$ cat config.mk
export PLATFORM = sky130hd
export DESIGN_NAME = run_detect_seq_ctrl_flat
export DESIGN_NICKNAME = d
export VERILOG_FILES = /design/src/rtl/run_detect_seq_ctrl_pkg.sv /design/src/rtl/run_detect_seq_ctrl_if.sv /design/src/rtl/run_detect_seq_ctrl_run_len_detector.sv /design/src/rtl/run_detect_seq_ctrl.sv /design/src/flat_wrapper.sv
export SDC_FILE = /design/constraint.sdc
export NUM_CORES = 1
export LEC_CHECK = 0
export BUFFER_PORTS_ARGS = -buffer_cell sky130_fd_sc_hd__buf_4
export CAP_MARGIN = 20
export CORE_MARGIN = 3
export CORE_UTILIZATION = 45
export DETAILED_ROUTE_END_ITERATION = 6
export GPL_TIMING_DRIVEN = 0
export PLACE_DENSITY = 0.67
export SETUP_SLACK_MARGIN = 0.2
export SLEW_MARGIN = 20
export SYNTH_ARGS = -nofsm -noshare
export SYNTH_HDL_FRONTEND = slang
export SYNTH_SLANG_ARGS = --single-unit
$ cat constraint.sdc
create_clock -name clk -period 3.9 [get_ports clk]
set_clock_uncertainty 0.2 [all_clocks]
set_input_delay 0.39 -clock clk [delete_from_list [all_inputs] [get_ports clk]]
set_output_delay 0.39 -clock clk [all_outputs]
set_load 0.01 [all_outputs]
$ cat src/rtl/run_detect_seq_ctrl_pkg.sv
// Shared types, default sizes and width helpers for the run-of-ones detector sequencer.
package run_detect_pkg;

    localparam int DEF_WIDTH = 8;
    localparam int DEF_CW    = 4;

    // Controller states, also exported on the debug port.
    typedef enum logic [1:0] {
        IDLE  = 2'd0,
        SHIFT = 2'd1,
        DONE  = 2'd2
    } state_t;

    // Width of a counter that must hold 0..w (hit count, run length).
    function automatic int hit_w(input int w);
        return $clog2(w + 1);
    endfunction

    // Width of a bit index 0..w-1.
    function automatic int idx_w(input int w);
        return $clog2(w);
    endfunction

endpackage

$ cat src/rtl/run_detect_seq_ctrl_if.sv
// Producer/consumer bundle for the run detector sequencer.
// Handshake: a transfer happens on a rising clk edge where valid and ready are both high;
// valid must not depend on ready, and the payload is only meaningful while valid is high.
interface run_detect_seq_ctrl_if
    import run_detect_pkg::*;
#(
    parameter int WIDTH = DEF_WIDTH,
    parameter int CW    = DEF_CW
);
    localparam int HW = hit_w(WIDTH);
    localparam int IW = idx_w(WIDTH);

    logic             in_valid;
    logic             in_ready;
    logic [WIDTH-1:0] in_data;
    logic [CW-1:0]    in_min_run;
    logic             out_valid;
    logic             out_ready;
    logic [HW-1:0]    out_hits;
    logic             out_any;
    logic [IW-1:0]    out_first_idx;
    logic             busy;

    modport master (
        output in_valid, in_data, in_min_run, out_ready,
        input  in_ready, out_valid, out_hits, out_any, out_first_idx, busy
    );

    modport slave (
        input  in_valid, in_data, in_min_run, out_ready,
        output in_ready, out_valid, out_hits, out_any, out_first_idx, busy
    );

endinterface

$ cat src/rtl/run_detect_seq_ctrl_run_len_detector.sv
// Serial run-length detector: tracks the current run of ones and flags a hit when
// the run including the present bit reaches the threshold.
module run_len_detector
    import run_detect_pkg::*;
#(
    parameter int WIDTH = DEF_WIDTH,
    parameter int CW    = DEF_CW
) (
    input  logic          clk,
    input  logic          rst,
    input  logic          bit_i,
    input  logic          en_i,
    input  logic          clr_i,
    input  logic [CW-1:0] min_run_i,
    output logic          hit_o
);
    localparam int HW = hit_w(WIDTH);
    localparam logic [HW-1:0] RUN_MAX = HW'(WIDTH);

    logic [HW-1:0] run_q;
    logic [HW-1:0] run_d;
    logic [HW-1:0] run_inc;
    logic [HW-1:0] run_next;

    // Next run length, saturating at WIDTH; hit is combinational from run_q and the bit.
    always_comb begin
        run_inc  = (run_q == RUN_MAX) ? run_q : run_q + HW'(1);
        run_next = bit_i ? run_inc : '0;
        hit_o    = en_i & bit_i & (32'(run_next) >= 32'(min_run_i));
        run_d    = run_q;
        if (clr_i) begin
            run_d = '0;
        end else if (en_i) begin
            run_d = run_next;
        end
    end

    // Run counter register.
    always_ff @(posedge clk or negedge rst) begin
        if (!rst) begin
            run_q <= '0;
        end else begin
            run_q <= run_d;
        end
    end

endmodule

$ cat src/rtl/run_detect_seq_ctrl.sv
// Sequencer: accepts a word, shifts it MSB-first through the run detector one bit per
// clock, accumulates hit count / first hit index and presents the result until taken.
module run_detect_seq_ctrl
    import run_detect_pkg::*;
#(
    parameter int WIDTH = DEF_WIDTH,
    parameter int CW    = DEF_CW
) (
    input  logic                    clk,
    input  logic                    rst,
    run_detect_seq_ctrl_if.slave    bus,
    output state_t                  dbg_state_o
);
    localparam int HW = hit_w(WIDTH);
    localparam int IW = idx_w(WIDTH);

    state_t           state_q, state_d;
    logic [WIDTH-1:0] word_q, word_d;
    logic [CW-1:0]    min_q, min_d;
    logic [IW-1:0]    idx_q, idx_d;
    logic [HW-1:0]    hits_q, hits_d;
    logic [IW-1:0]    first_q, first_d;
    logic             any_q, any_d;
    logic             det_en, det_clr, det_hit;

    run_len_detector #(.WIDTH(WIDTH), .CW(CW)) u_det (
        .clk       (clk),
        .rst       (rst),
        .bit_i     (word_q[idx_q]),
        .en_i      (det_en),
        .clr_i     (det_clr),
        .min_run_i (min_q),
        .hit_o     (det_hit)
    );

    // Next-state and datapath updates; every output is derived from registers only.
    always_comb begin
        state_d = state_q;
        word_d  = word_q;
        min_d   = min_q;
        idx_d   = idx_q;
        hits_d  = hits_q;
        first_d = first_q;
        any_d   = any_q;
        det_en  = 1'b0;
        det_clr = 1'b0;
        case (state_q)
            IDLE: begin
                if (bus.in_valid) begin
                    word_d  = bus.in_data;
                    // A threshold of 0 behaves like 1: any single one is a hit.
                    min_d   = (bus.in_min_run == '0) ? CW'(1) : bus.in_min_run;
                    idx_d   = IW'(WIDTH - 1);
                    hits_d  = '0;
                    first_d = '0;
                    any_d   = 1'b0;
                    det_clr = 1'b1;
                    state_d = SHIFT;
                end
            end
            SHIFT: begin
                det_en = 1'b1;
                if (det_hit) begin
                    hits_d = hits_q + HW'(1);
                    if (!any_q) begin
                        first_d = idx_q;
                        any_d   = 1'b1;
                    end
                end
                if (idx_q == '0) begin
                    state_d = DONE;
                end else begin
                    idx_d = idx_q - IW'(1);
                end
            end
            DONE: begin
                if (bus.out_ready) begin
                    state_d = IDLE;
                end
            end
            default: state_d = IDLE;
        endcase
    end

    // State and datapath registers.
    always_ff @(posedge clk or negedge rst) begin
        if (!rst) begin
            state_q <= IDLE;
            word_q  <= '0;
            min_q   <= '0;
            idx_q   <= '0;
            hits_q  <= '0;
            first_q <= '0;
            any_q   <= 1'b0;
        end else begin
            state_q <= state_d;
            word_q  <= word_d;
            min_q   <= min_d;
            idx_q   <= idx_d;
            hits_q  <= hits_d;
            first_q <= first_d;
            any_q   <= any_d;
        end
    end

    assign bus.in_ready      = (state_q == IDLE);
    assign bus.out_valid     = (state_q == DONE);
    assign bus.busy          = (state_q != IDLE);
    assign bus.out_hits      = hits_q;
    assign bus.out_any       = any_q;
    assign bus.out_first_idx = first_q;
    assign dbg_state_o       = state_q;

endmodule
$ cat src/flat_wrapper.sv
// flat-port wrapper written by rule: the top's interface ports become plain ports
module run_detect_seq_ctrl_flat import run_detect_pkg::*;
#(
    parameter int WIDTH = DEF_WIDTH,
    parameter int CW    = DEF_CW
)
  (clk, rst, dbg_state_o, bus_in_valid, bus_in_data, bus_in_min_run, bus_out_ready, bus_in_ready, bus_out_valid, bus_out_hits, bus_out_any, bus_out_first_idx, bus_busy);
  run_detect_seq_ctrl_if #(.WIDTH(WIDTH), .CW(CW)) bus_i ();
  input  logic clk;
  input  logic rst;
  output state_t dbg_state_o;
  input wire logic [$bits(bus_i.in_valid)-1:0] bus_in_valid;
  input wire logic [$bits(bus_i.in_data)-1:0] bus_in_data;
  input wire logic [$bits(bus_i.in_min_run)-1:0] bus_in_min_run;
  input wire logic [$bits(bus_i.out_ready)-1:0] bus_out_ready;
  output wire logic [$bits(bus_i.in_ready)-1:0] bus_in_ready;
  output wire logic [$bits(bus_i.out_valid)-1:0] bus_out_valid;
  output wire logic [$bits(bus_i.out_hits)-1:0] bus_out_hits;
  output wire logic [$bits(bus_i.out_any)-1:0] bus_out_any;
  output wire logic [$bits(bus_i.out_first_idx)-1:0] bus_out_first_idx;
  output wire logic [$bits(bus_i.busy)-1:0] bus_busy;
  assign bus_i.in_valid = bus_in_valid;
  assign bus_i.in_data = bus_in_data;
  assign bus_i.in_min_run = bus_in_min_run;
  assign bus_i.out_ready = bus_out_ready;
  assign bus_in_ready = bus_i.in_ready;
  assign bus_out_valid = bus_i.out_valid;
  assign bus_out_hits = bus_i.out_hits;
  assign bus_out_any = bus_i.out_any;
  assign bus_out_first_idx = bus_i.out_first_idx;
  assign bus_busy = bus_i.busy;
  run_detect_seq_ctrl #(.WIDTH(WIDTH), .CW(CW)) u_core (.clk(clk), .rst(rst), .bus(bus_i), .dbg_state_o(dbg_state_o));
endmodule
==> summary.md, run 1 <==
| Metric | Value |
|---|---|
| Final Non-Filler Cells | 219 |
| Hold WS | 0.0359 ns |
| Drt first pass iters | 4 |
| Max Root-Sink Buffers | 2 |
| GRT Util Overall | 16.4% |
| Worst-Margin Slew | 0.445 ns |
| Top-area cell type share of the netlist area | 46.7% |
| Antenna violations before repair | 0 |
| Setup crit end kind | flop |
| Min-delay src | bus_out_ready |
| Startpoint Class | flop |
| Worst EP required | 3.98 ns |
| Yosys reg bits | 29 |
| Maximum VDD drop | 0.374 mV |
| Hold Path Class | in -> reg |
| Max_slew headroom | ~70% |
| Critical path class | reg -> reg |
| WP buf/inv | 1 |
| Initial core utilization | 48.9% |
| Final setup margin | 0.673 ns |
| CTS clock-pin slew for the worst setup and hold paths | ~0.10 ns |
| Run status | completed |
| Net count, final | 199 |
| Final ANT Viol Nets | 0 |
| Final core utilization | 60.7% |
| Synthesized area per cell | 11.3 um^2 |
| Synth warn | 0 |
| P_leak | 0.952 nW |
| Ant diodes | 0 |
| Skew-Pair Late Insertion Delay | 0.33 ns |
| Setup TNS | 0 ns |
| Total CTS buffers | 5 |
| Total vias in the final route | between 1000 and 1500 |
| Post-Syn Area | 1550 um^2 |
| # port buffers | 28 |
| Detailed Place HPWL | roughly 2200 um |
| Cell Pwr Density | 839 nW/um^2 |
| WP data arrival | between 3 and 4 ns |
| Dpl ws | 0.670 ns |
| Syn nets | roughly 160 |
| Mapped Cells | 138 |
| CP max FO | 8 |
| Vert. Die Dim | roughly 65 um |
| Cts hold-fix bufs | 1 |
| Clock Tree Root | clkbuf_4 |
| Post-CTS setup buffer count | 0 |
| Setup violations, final | 0 |
| Period utilization | between 80% and 90% |
| H-Tree Depth | 2 |
| Crit path launch | u_core.idx_q[0] |
| GR Overflow Total | 0 |
| RSZ-0062 raised after global routing | false |
| Layout cells sized above 1 | 34.3% |
| Commonest non-fill, non-tap cell in the layout | dfrtp_1 |
| Sink Count | 29 |
| Via density | 5.13 |
| WL per Instance | 13.6 um |
| Max Cap Viol | 0 |
| Post-cts sizing count | 0 |
| Min cycle time layout | 3.23 ns |
| Highest Clock Rate | 310 MHz |
| Global-route wire length before repair | about 5200 um |
| Full die area | 4190 um^2 |
| R2R setup slack | around 0.67 ns |
| Dominant cell type by area after synthesis | dfrtp_1 |
| Hold Vio Cnt, Final | 0 |
| Critical-path top delay cell | nor4b_1 |
| GPL Wtd Cong | 0.790 |
| DRT iter0 DRCs | 33 |
| Cell family with most CP delay | simple AND/OR/NAND/NOR gates |
| Main area contributors after synthesis | dfrtp_1, mux2_2, ha_1 |
| Cell row count | 20 |
| Num ports | 29 |
| Most frequent cells in the layout | dfrtp_1, buf_4, inv_1, mux2_2 |
| Inst Count DP | 210 |
| Synth unique cells | 39 |
| Largest net degree at the start of global routing | 30 |
| CTS tree | built |
| Fillers | 278 |
| Number of global-route vias before repair | 1184 |
| Sequential fraction of the synthesis area | ~47% |
| R2r startpoint | u_core.idx_q[0] |
| Max Slew Vio Count | 0 |
| Layout area overhead | 24.3% |
| Critical-path cell list | buf_6 > mux2_4 > or3_1 > and3_2 > and2_1 > ha_1 > a2111oi_0 > a21oi_1 > nand2_8 > nor4b_1 > a22o_2 |
| Number of remaining DRC errors | 0 |
| Slowest stage delay, CP | 0.42 ns |
| Core Box Area | 3180 um^2 |
| Total routed wirelength | 2980 um |
| Die Width | ~65 um |
==> path summary, 6_finish.rpt <==
check,endpoint,depth (start not counted)
worst max-delay path,u_core.bus.out_first_idx[0],11
worst min-delay path,u_core.dbg_state_o[1],2
worst max register to register,u_core.bus.out_first_idx[0],11
worst min register to register,u_core.min_q[0],2
max in group asynchronous,u_core.min_q[3],2
min in group asynchronous,u_core.word_q[3],2
==> through the flow <==
stage	cell area [um^2]	total power, mW
3_3_place_gp	1820	1.29
6_report	1930	1.62
2_1_floorplan	1550	1.10
4_1_cts	1930	1.64
3_5_place_dp	1820	1.32
5_1_grt	1930	1.75
==> Yosys cell counts (all sizes together) <==
| master | instances |
|---|---|
| a2111oi | 1 |
| o21ai | 6 |
| clkbuf | 1 |
| nand3b | 2 |
| inv | 12 |
| ha | 9 |
| buf | 3 |
| a21oi | 2 |
| xnor2 | 1 |
| or3 | 1 |
| xor2 | 2 |
| and2 | 1 |
| a21boi | 1 |
| nor3 | 2 |
| nor2 | 7 |
| a21o | 3 |
| o21bai | 1 |
| a31oi | 1 |
| o311ai | 1 |
| a22oi | 1 |
| dfrtp | 29 |
| nor4b | 1 |
| nand3 | 9 |
| or3b | 1 |
| nand2b | 3 |
| mux2 | 12 |
| nand2 | 8 |
| and3 | 1 |
| and4 | 1 |
| nor2b | 3 |
| o21a | 1 |
| nor3b | 1 |
| a22o | 6 |
| a221o | 1 |
| mux2i | 3 |
==> per-layer routing <==
metal  vias to the layer above  wire, um  global-route usage, %  part of all wire, %
met5                         -         0                      0                    0
met4                         0        59                   8.44                  2.0
met3                         7       130                   5.20                  4.4
met2                        22      1440                   27.1                   48
met1                       533      1350                   19.0                   45
li1                        561         -                      -                    -
==> cell families after synthesis <==
kind of cell / count (synthesis) / share of synthesized area, %
and+or+nand+nor: 41 / 15.4
DFF: 29 / 46.7
AOI/OAI and AO/OA: 25 / 12.2
buffers and inverters: 16 / 5.88
muxes: 15 / 10.9
adders and majority gates: 9 / 7.25
xor gates and xnor gates: 3 / 1.69
==> layout make-up <==
cell class              instances  area (um^2)  area share (%)
multi-input cells              93          736            38.1
clock inverters                 3         65.1            3.37
well taps                      44         55.1            2.85
clock buffers                   5         37.5            1.94
inverters                      12         45.0            2.33
repair buffers                 29          220            11.4
flip-flops and latches         29          726            37.6
plain buffers                   4         46.3            2.40
==> state kept, by name, summed over array words and instances (netlist names) <==
name / cells
u_core.idx_q: 3
u_core.min_q: 4
u_core.bus.out_any: 1
u_core.dbg_state_o: 2
u_core.bus.out_first_idx: 3
u_core.word_q: 8
u_core.bus.out_hits: 4
u_core.u_det.run_q: 4
==> where the power goes <==
part	total, mW	internal, mW	switching [mW]
logic	0.772	0.407	0.365
registers	0.538	0.431	0.106
clock network	0.310	0.198	0.111
total	1.62	1.04	0.582
Note: power is estimated with default switching activity, not from simulation.
==> run 2, diff against run 1 <==
--- a/config.mk
+++ b/config.mk
@@ -5,13 +5,14 @@
 export SDC_FILE = /design/constraint.sdc
 export NUM_CORES = 1
 export LEC_CHECK = 0
+export ABC_AREA = 1
 export BUFFER_PORTS_ARGS = -buffer_cell sky130_fd_sc_hd__buf_4
 export CAP_MARGIN = 20
 export CORE_MARGIN = 3
 export CORE_UTILIZATION = 45
 export DETAILED_ROUTE_END_ITERATION = 6
 export GPL_TIMING_DRIVEN = 0
-export PLACE_DENSITY = 0.67
+export PLACE_DENSITY = 0.69
 export SETUP_SLACK_MARGIN = 0.2
 export SLEW_MARGIN = 20
 export SYNTH_ARGS = -nofsm -noshare
==> constraint.sdc (replaced) <==
create_clock -name clk -period 2.75 [get_ports clk]
set_clock_uncertainty 0.2 [all_clocks]
set_input_delay 0.275 -clock clk [delete_from_list [all_inputs] [get_ports clk]]
set_output_delay 0.275 -clock clk [all_outputs]
set_load 0.01 [all_outputs]
==> summary.md, run 2 <==
| Metric | Value |
|---|---|
| Sequential Area | 726 um^2 (unchanged) |
| Critical path class | reg -> reg |
| Yosys reg bits | 29 (unchanged) |
| Global-route wire length before repair | 6030 um (+17%) |
| Skew-Pair Late Insertion Delay | 0.33 ns (about the same) |
| Number of synthesized flops with an enable pin | 0 (unchanged) |
| Cell row count | 20 (unchanged) |
| Simple-Gate Fraction of Synth Area | 24.2% (+8.8 points) |
| RSZ-0062 raised after global routing | false |
| GPL Wtd Cong | 0.833 (+5.4%) |
| Commonest non-fill, non-tap cell in the layout | nand2_1 |
| Worst-Margin Slew | 0.362 ns (-0.0832 ns) |
| R2r startpoint | u_core.idx_q[1] |
| Critical-path top delay cell | dfrtp_1 |
| Run status | completed |
| WL per Instance | 13.1 um (-3.6%) |
| Hold WS | 0.0246 ns (-0.0113 ns) |
| Sequential fraction of the synthesis area | 45.7% (-1.0 points) |
| Syn nets | 211 (+29%) |
| Max Cap Viol | 0 (unchanged) |
| Net count, final | 264 (+33%) |
| Cell Pwr Density | 1120 nW/um^2 (+33%) |
| XOR/XNOR Fraction of Synth Area | 1.10% (-0.59 points) |
| Sink Count | 29 (unchanged) |
| Startpoint Class | flop |
| GR Overflow Total | 0 (unchanged) |
| CTS clock-pin slew for the worst setup and hold paths | 0.09 ns (about the same) |
| Maximum VDD drop | 0.490 mV (+31%) |
| Min cycle time layout | 2.42 ns (-0.806 ns) |
| Drt first pass iters | 4 (unchanged) |
| Fillers | 262 (-5.8%) |
| Top-area cell type share of the netlist area | 45.7% (-1.0 points) |
| Min-delay src | bus_in_min_run[1] |
| Mapped Cells | 186 (+35%) |
| Most common cell in the netlist | nand2_1 |
| P_leak | 1.14 nW (+20%) |
| Critical-path cell list | inv_2 > nand3_2 > nand3_2 > nand2_4 > buf_6 > a21oi_4 > ha_4 > nand2_2 > nor2_1 > nand3b_1 > inv_2 > nor3_4 > nand3_1 > nand2_1 |
| Post-synthesis mux area share | 0% (-11 points) |
| Period utilization | 88.0% (+5.3 points) |
| Final ANT Viol Nets | 0 (unchanged) |
| Setup violations, final | 0 (unchanged) |
| Async SR Flop Fraction | 100% (unchanged) |
| Num ports | 29 (unchanged) |
| Full die area | 4270 um^2 (+2.0%) |
| Max Slew Vio Count | 0 (unchanged) |
| Total vias in the final route | 1424 (+27%) |
| Via density | 5.01 (-2.2%) |
| WP buf/inv | 3 (+2) |
| DRT iter0 DRCs | 67 (+100%) |
| Antenna violations before repair | 0 (unchanged) |
| Setup TNS | 0 ns (unchanged) |
| Die Width | 65.4 um (+0.98%) |
| Detailed Place HPWL | 2580 um (+15%) |
| Vert. Die Dim | 65.4 um (+0.98%) |
| Number of global-route vias before repair | 1364 (+15%) |
| Clock Tree Root | clkbuf_4 |
| Layout area overhead | 39.8% |
| Setup crit end kind | flop |
| Max_slew headroom | 75.7% (+6.1 points) |
| Highest Clock Rate | 413 MHz (+33%) |
| Layout cells sized above 1 | 35.8% (+1.5 points) |
| Multi-input logic area | 815 um^2 (+11%) |
| Ant diodes | 0 (unchanged) |
| R2R cell count | 14 (+3) |
| GRT Util Overall | 18.6% (+2.2 points) |
| WP data arrival | 2.49 ns (-0.82 ns) |
| Hold EP | u_core.min_q[1] |
| H-Tree Depth | 2 (unchanged) |
| Hold Path Cell Cnt | 3 (+1) |
| Initial core utilization | 49.5% (+0.67 points) |
| Most frequent cells in the layout | nand2_1, buf_4, dfrtp_1, inv_1, o21ai_0 |
| Cell family with most CP delay | simple AND/OR/NAND/NOR gates |
| Dominant cell type by area after synthesis | dfrtp_1 |
| Post-Syn Area | 1590 um^2 (+2.2%) |
| Post-synthesis adder-cell area fraction | 7.10% (-0.15 points) |
| Leading register cell type out of synthesis | dfrtp_1 |
| R2r endpoint | u_core.bus.out_first_idx[0] |
| # port buffers | 28 (unchanged) |
| Main area contributors after synthesis | dfrtp_1, nand2_1, inv_1 |
| Number of remaining DRC errors | 0 (unchanged) |
| Synth Area in Compound Gates | 11.5% (-0.65 points) |
| Total CTS buffers | 5 (unchanged) |
| Largest net degree at the start of global routing | 30 (unchanged) |
| Total routed wirelength | 3730 um (+25%) |
| Synthesized area per cell | 8.53 um^2 (-24%) |
| Synth warn | 0 (unchanged) |
| CTS tree | built |
| Hold Vio Cnt, Final | 0 (unchanged) |
| Hold Path Class | in -> reg |
| CP max FO | 5 (-3) |
| Synth unique cells | 31 (-21%) |
| Slowest stage delay, CP | 0.47 ns (+0.05 ns) |
| Post-synth top cells | nand2_1, inv_1, dfrtp_1 |
| Worst EP required | 2.82 ns (-1.16 ns) |
| R2R setup slack | 0.33 ns (-0.34 ns) |
| Total power | 2.48 mW (+53%) |
| Core Box Area | 3200 um^2 (+0.79%) |
| Max reg flops | 8 (unchanged) |
| Max Root-Sink Buffers | 2 (unchanged) |
| Largest family of logic cells by synthesized area | simple AND/OR/NAND/NOR gates |
| Top reg by flops | u_core.word_q |
==> run 2: per-stage QoR <==
| stage | area, um^2 | setup slack, ns | cells | util, % |
|---|---|---|---|---|
| floorplan | 1590 | 0.420 | 186 | - |
| global placement | 1850 | 0.230 | 258 | 57.8 |
| detailed placement | 1850 | 0.188 | 258 | 57.8 |
| global route | 2220 | 0.145 | 284 | 69.3 |
| CTS | 2040 | 0.244 | 278 | 63.7 |
| finish | 2220 | 0.329 | 284 | 69.3 |
==> run 2: kinds of logic after synthesis <==
| kind of cell | after synthesis |
|---|---|
| AND/OR/NAND/NOR | 77 |
| buffers and inverters | 39 |
| AO/OA/AOI/OAI | 30 |
| flip-flops | 29 |
| adder cells (fa/ha/maj) | 9 |
| XOR/XNOR | 2 |
==> run 2: worst max-delay path by stage <==
stage	from	endpoint	slack [ns]	cells past startpoint
2_1_floorplan	u_core.idx_q[0]	u_core.bus.out_first_idx[0]	0.42	18
3_3_place_gp	u_core.idx_q[0]	u_core.bus.out_first_idx[2]	0.23	17
3_5_place_dp	u_core.idx_q[0]	u_core.bus.out_first_idx[2]	0.19	17
4_1_cts	u_core.idx_q[0]	u_core.bus.out_first_idx[1]	0.24	18
5_1_grt	u_core.idx_q[0]	u_core.bus.out_first_idx[1]	0.14	17
6_report	u_core.idx_q[1]	u_core.bus.out_first_idx[0]	0.33	14
==> run 2: worst register-to-register path: cells and delay by family (launching register included) <==
kind,cells,cell delay (ns)
AO/OA/AOI/OAI,1,0.04
adder cells (fa/ha/maj),1,0.29
buffers and inverters,3,0.32
flip-flops,1,0.47
AND/OR/NAND/NOR,9,1.05
==> run 2: layout make-up <==
type | instances | share of cell area, %
multi-input cells | 118 | 36.7
well taps | 44 | 2.48
clock inverters | 1 | 0.226
repair buffers | 46 | 17.0
inverters | 36 | 6.99
clock buffers | 7 | 2.93
plain buffers | 3 | 0.959
flip-flops and latches | 29 | 32.7
==> run 2: layer usage <==
| metal | global-route usage (%) | up-vias | share of wire, % |
|---|---|---|---|
| li1 | - | 704 | - |
| met1 | 22.0 | 675 | 41 |
| met2 | 31.9 | 38 | 53 |
| met3 | 6.84 | 7 | 4.8 |
| met4 | 4.66 | 0 | 1.4 |
| met5 | 0 | - | 0 |
==> run 2: report_power, final <==
part           leakage, nW  total (mW)  switching [mW]  internal, mW
registers            0.367       0.697           0.110         0.587
logic                0.737        1.48           0.869         0.614
clock network       0.0413       0.300           0.152         0.148
total                 1.14        2.48            1.13          1.35
==> run 2: what timing repair did <==
item | in CTS | in global routing
hold buffers | 11 | 0
gates resized for setup | 0 | 33
pin swaps | 1 | 18
endpoints found under the hold margin | 39 | 0
buffers inserted | 1 | 6
setup endpoints to repair | 5 | 8
==> run 3, diff against run 2 <==
--- a/config.mk
+++ b/config.mk
@@ -17,4 +17,5 @@
 export SLEW_MARGIN = 20
 export SYNTH_ARGS = -nofsm -noshare
 export SYNTH_HDL_FRONTEND = slang
+export SYNTH_HIERARCHICAL = 1
 export SYNTH_SLANG_ARGS = --single-unit
==> summary.md, run 3 <==
| Metric | Value |
|---|---|
| Commonest non-fill, non-tap cell in the layout | nand2_1 |
| GR Overflow Total | 0 (unchanged) |
| Net count, final | 280 (+6.1%) |
| Synthesized area per cell | 8.12 um^2 (-4.8%) |
| Slowest stage delay, CP | 0.46 ns (about the same) |
| Setup crit end kind | flop |
| Full die area | 4420 um^2 (+3.5%) |
| Critical path class | reg -> reg |
| Number of synthesized flops with an enable pin | 0 (unchanged) |
| Layout cells sized above 1 | 30.1% (-5.8 points) |
| Total vias in the final route | 1419 (-0.35%) |
| Main area contributors after synthesis | dfrtp_1, nand2_1, ha_1 |
| Post-synthesis mux area share | 0% (unchanged) |
| Global-route wire length before repair | 5710 um (-5.4%) |
| Critical-path top delay cell | dfrtp_2 |
| Synth unique cells | 27 (-13%) |
| Maximum VDD drop | 0.671 mV (+37%) |
| Vert. Die Dim | 66.5 um (+1.7%) |
| Cell family with most CP delay | simple AND/OR/NAND/NOR gates |
| Simple-Gate Fraction of Synth Area | 30.5% (+6.3 points) |
| CTS tree | built |
| Max_slew headroom | 74.8% (-0.84 points) |
| Max Cap Viol | 0 (unchanged) |
| Top-area cell type share of the netlist area | 44.0% (-1.7 points) |
| Startpoint Class | flop |
| Via density | 4.70 (-6.3%) |
| Number of remaining DRC errors | 0 (unchanged) |
| Number of global-route vias before repair | 1227 (-10%) |
| Run status | completed |
| Period utilization | 90.8% (+2.8 points) |
| RSZ-0062 raised after global routing | true |
| Antenna violations before repair | 0 (unchanged) |
| WP buf/inv | 4 (+1) |
| # port buffers | 28 (unchanged) |
| CP max FO | 7 (+2) |
| Sink Count | 29 (unchanged) |
| Dpl ws | 0.0259 ns (-0.162 ns) |
| Worst EP required | 2.72 ns (-0.10 ns) |
| Yosys reg bits | 29 (unchanged) |
| Highest Clock Rate | 400 MHz (-3.1%) |
| Worst-Margin Slew | 0.377 ns (+0.0158 ns) |
| P_leak | 1.18 nW (+3.5%) |
| Layout area overhead | 35.5% |
| Ant diodes | 0 (unchanged) |
| Core Box Area | 3440 um^2 (+7.5%) |
| Most frequent cells in the layout | nand2_1, buf_4, dfrtp_1, inv_1, nand3_1 |
| Die Width | 66.5 um (+1.7%) |
| Critical-path cell list | inv_4 > nand2_1 > nand3_1 > nand2_1 > nand2_1 > nand2_1 > buf_6 > a21boi_2 > ha_1 > nand2_1 > inv_1 > nand3_1 > nand3_1 > nand2_1 > inv_2 > nand3_4 > nand2_4 > nand2_4 > nand2_2 > nand2_2 |
| Mapped Cells | 203 (+9.1%) |
| Dominant cell type by area after synthesis | dfrtp_1 |
| CTS clock-pin slew for the worst setup and hold paths | 0.06 ns (-0.03 ns) |
| Most common cell in the netlist | nand2_1 |
| Post-synthesis adder-cell area fraction | 6.83% (-0.26 points) |
| Final setup margin | 0.252 ns (-0.0767 ns) |
| Post-Syn Area | 1650 um^2 (+3.9%) |
| Top reg by flops | u_core/word_q |
| Async SR Flop Fraction | 100% (unchanged) |
| XOR/XNOR Fraction of Synth Area | 1.06% (-0.041 points) |
| Total CTS buffers | 5 (unchanged) |
| GPL Wtd Cong | 0.779 (-6.4%) |
| WP data arrival | 2.47 ns (-0.02 ns) |
| Sequential fraction of the synthesis area | 44.0% (-1.7 points) |
| Max Root-Sink Buffers | 2 (unchanged) |
| Final ANT Viol Nets | 0 (unchanged) |
| Post-synth top cells | nand2_1, inv_1, dfrtp_1 |
| Setup TNS | 0 ns (unchanged) |
| Most frequent CP cell | nand2_1 |
| Hold Path Class | in -> reg |
| Leading register cell type out of synthesis | dfrtp_1 |
| GRT Util Overall | 17.4% (-1.2 points) |
| Max Slew Vio Count | 0 (unchanged) |
| H-Tree Depth | 2 (unchanged) |
| Synth warn | 6 (+6) |
| Total routed wirelength | 3450 um (-7.5%) |
| Synth Area in Compound Gates | 8.28% (-3.2 points) |
| Total power | 2.53 mW (+1.8%) |
| Largest family of logic cells by synthesized area | simple AND/OR/NAND/NOR gates |
| Max reg flops | 8 (unchanged) |
| Cell Pwr Density | 1130 nW/um^2 (+1.2%) |
| Syn nets | 228 (+8.1%) |
| Largest net degree at the start of global routing | 30 (unchanged) |
| Hold Vio Cnt, Final | 0 (unchanged) |
| Min cycle time layout | 2.50 ns (+0.0767 ns) |
| Inst Count DP | 277 (+7.4%) |
| Cell row count | 21 (+5.0%) |
| Initial core utilization | 47.9% (-1.7 points) |
| Setup violations, final | 0 (unchanged) |
| Detailed Place HPWL | 2300 um (-11%) |
| Drt first pass iters | 5 (+1) |
| Final Non-Filler Cells | 302 (+6.3%) |
| Hold WS | 0.0165 ns (-0.00803 ns) |
| Skew-Pair Late Insertion Delay | 0.28 ns (-0.05 ns) |
| WL per Instance | 11.4 um (-13%) |
| Clock Tree Root | clkbuf_8 |
| DRT iter0 DRCs | 40 (-40%) |
| Num ports | 29 (unchanged) |
run 3: changes by cell type after synthesis, moves of 2 or more:
| cell | previous run | this run |
|---|---|---|
| o21ai_0 | 14 | 8 |
| inv_4 | 3 | 0 |
| nand4_1 | 1 | 4 |
| o21ai_2 | 0 | 7 |
| nand3_2 | 2 | 0 |
| nand2_1 | 43 | 67 |
| nand2_2 | 3 | 5 |
| o22ai_1 | 4 | 1 |
| buf_2 | 2 | 0 |
| o21ai_1 | 4 | 0 |
| nor2_1 | 3 | 7 |
run 3: final cells by class:
type / count / area [um^2]
Fill cell: 304 / 1210
Multi-Input combinational cell: 139 / 808
Sequential cell: 29 / 727
Timing Repair Buffer: 45 / 363
Inverter: 32 / 128
Clock buffer: 7 / 86.3
Tap cell: 46 / 57.6
Buffer: 3 / 33.8
Clock inverter: 1 / 30.0
run 3: worst register-to-register path, delay by kind of cell (launching register included):
family | cells | cell delay (ns)
flops | 1 | 0.46
fa+ha+maj | 1 | 0.29
buf+inv | 4 | 0.35
simple gates | 14 | 0.94
compound gates | 1 | 0.15
run 3: cell families after synthesis:
group | Yosys count
AOI/OAI and AO/OA | 20
xor gates and xnor gates | 2
DFF | 29
adders and majority gates | 9
and+or+nand+nor | 108
buffers and inverters | 35
run 3: final timing paths:
kind / start / endpoint / slack [ns] / cells past startpoint
min in group asynchronous: rst / u_core/bus.out_hits[2] / 0.26 / 2
max in group asynchronous: rst / u_core/idx_q[0] / 1.79 / 2
worst max-delay path: u_core/idx_q[0] / u_core/bus.out_first_idx[0] / 0.25 / 20
worst min register to register: u_core/min_q[1] / u_core/min_q[1] / 0.28 / 2
worst min-delay path: bus_in_data[7] / u_core/word_q[7] / 0.02 / 3
worst max register to register: u_core/idx_q[0] / u_core/bus.out_first_idx[0] / 0.25 / 20
run 3: repair_timing:
item                                    4_1_cts  5_1_grt
pin swaps                                     2       12
endpoints found under the setup margin        7        8
setup buffers                                 1        6
hold buffers                                 10        0
gates resized for setup                       6       15
endpoints found under the hold margin        38        0
run 3: report_power, final:
group	internal [mW]	total (mW)	switching, mW
clock network	0.295	0.453	0.158
registers	0.607	0.754	0.147
logic	0.592	1.32	0.726
total	1.49	2.53	1.03
run 3: per-stage QoR:
step	cell area [um^2]	utilization, %
6_report	2230	64.9
5_1_grt	2230	64.9
4_1_cts	2150	62.5
3_5_place_dp	1920	55.7
3_3_place_gp	1920	55.7
2_1_floorplan	1650	-
run 3: routing by layer:
| layer | share of wire, % | vias to the layer above | track usage, % |
|---|---|---|---|
| li1 | - | 748 | - |
| met1 | 49 | 635 | 24.1 |
| met2 | 45 | 32 | 25.0 |
| met3 | 5.0 | 4 | 5.06 |
| met4 | 1.0 | 0 | 7.61 |
| met5 | 0 | - | 0 |
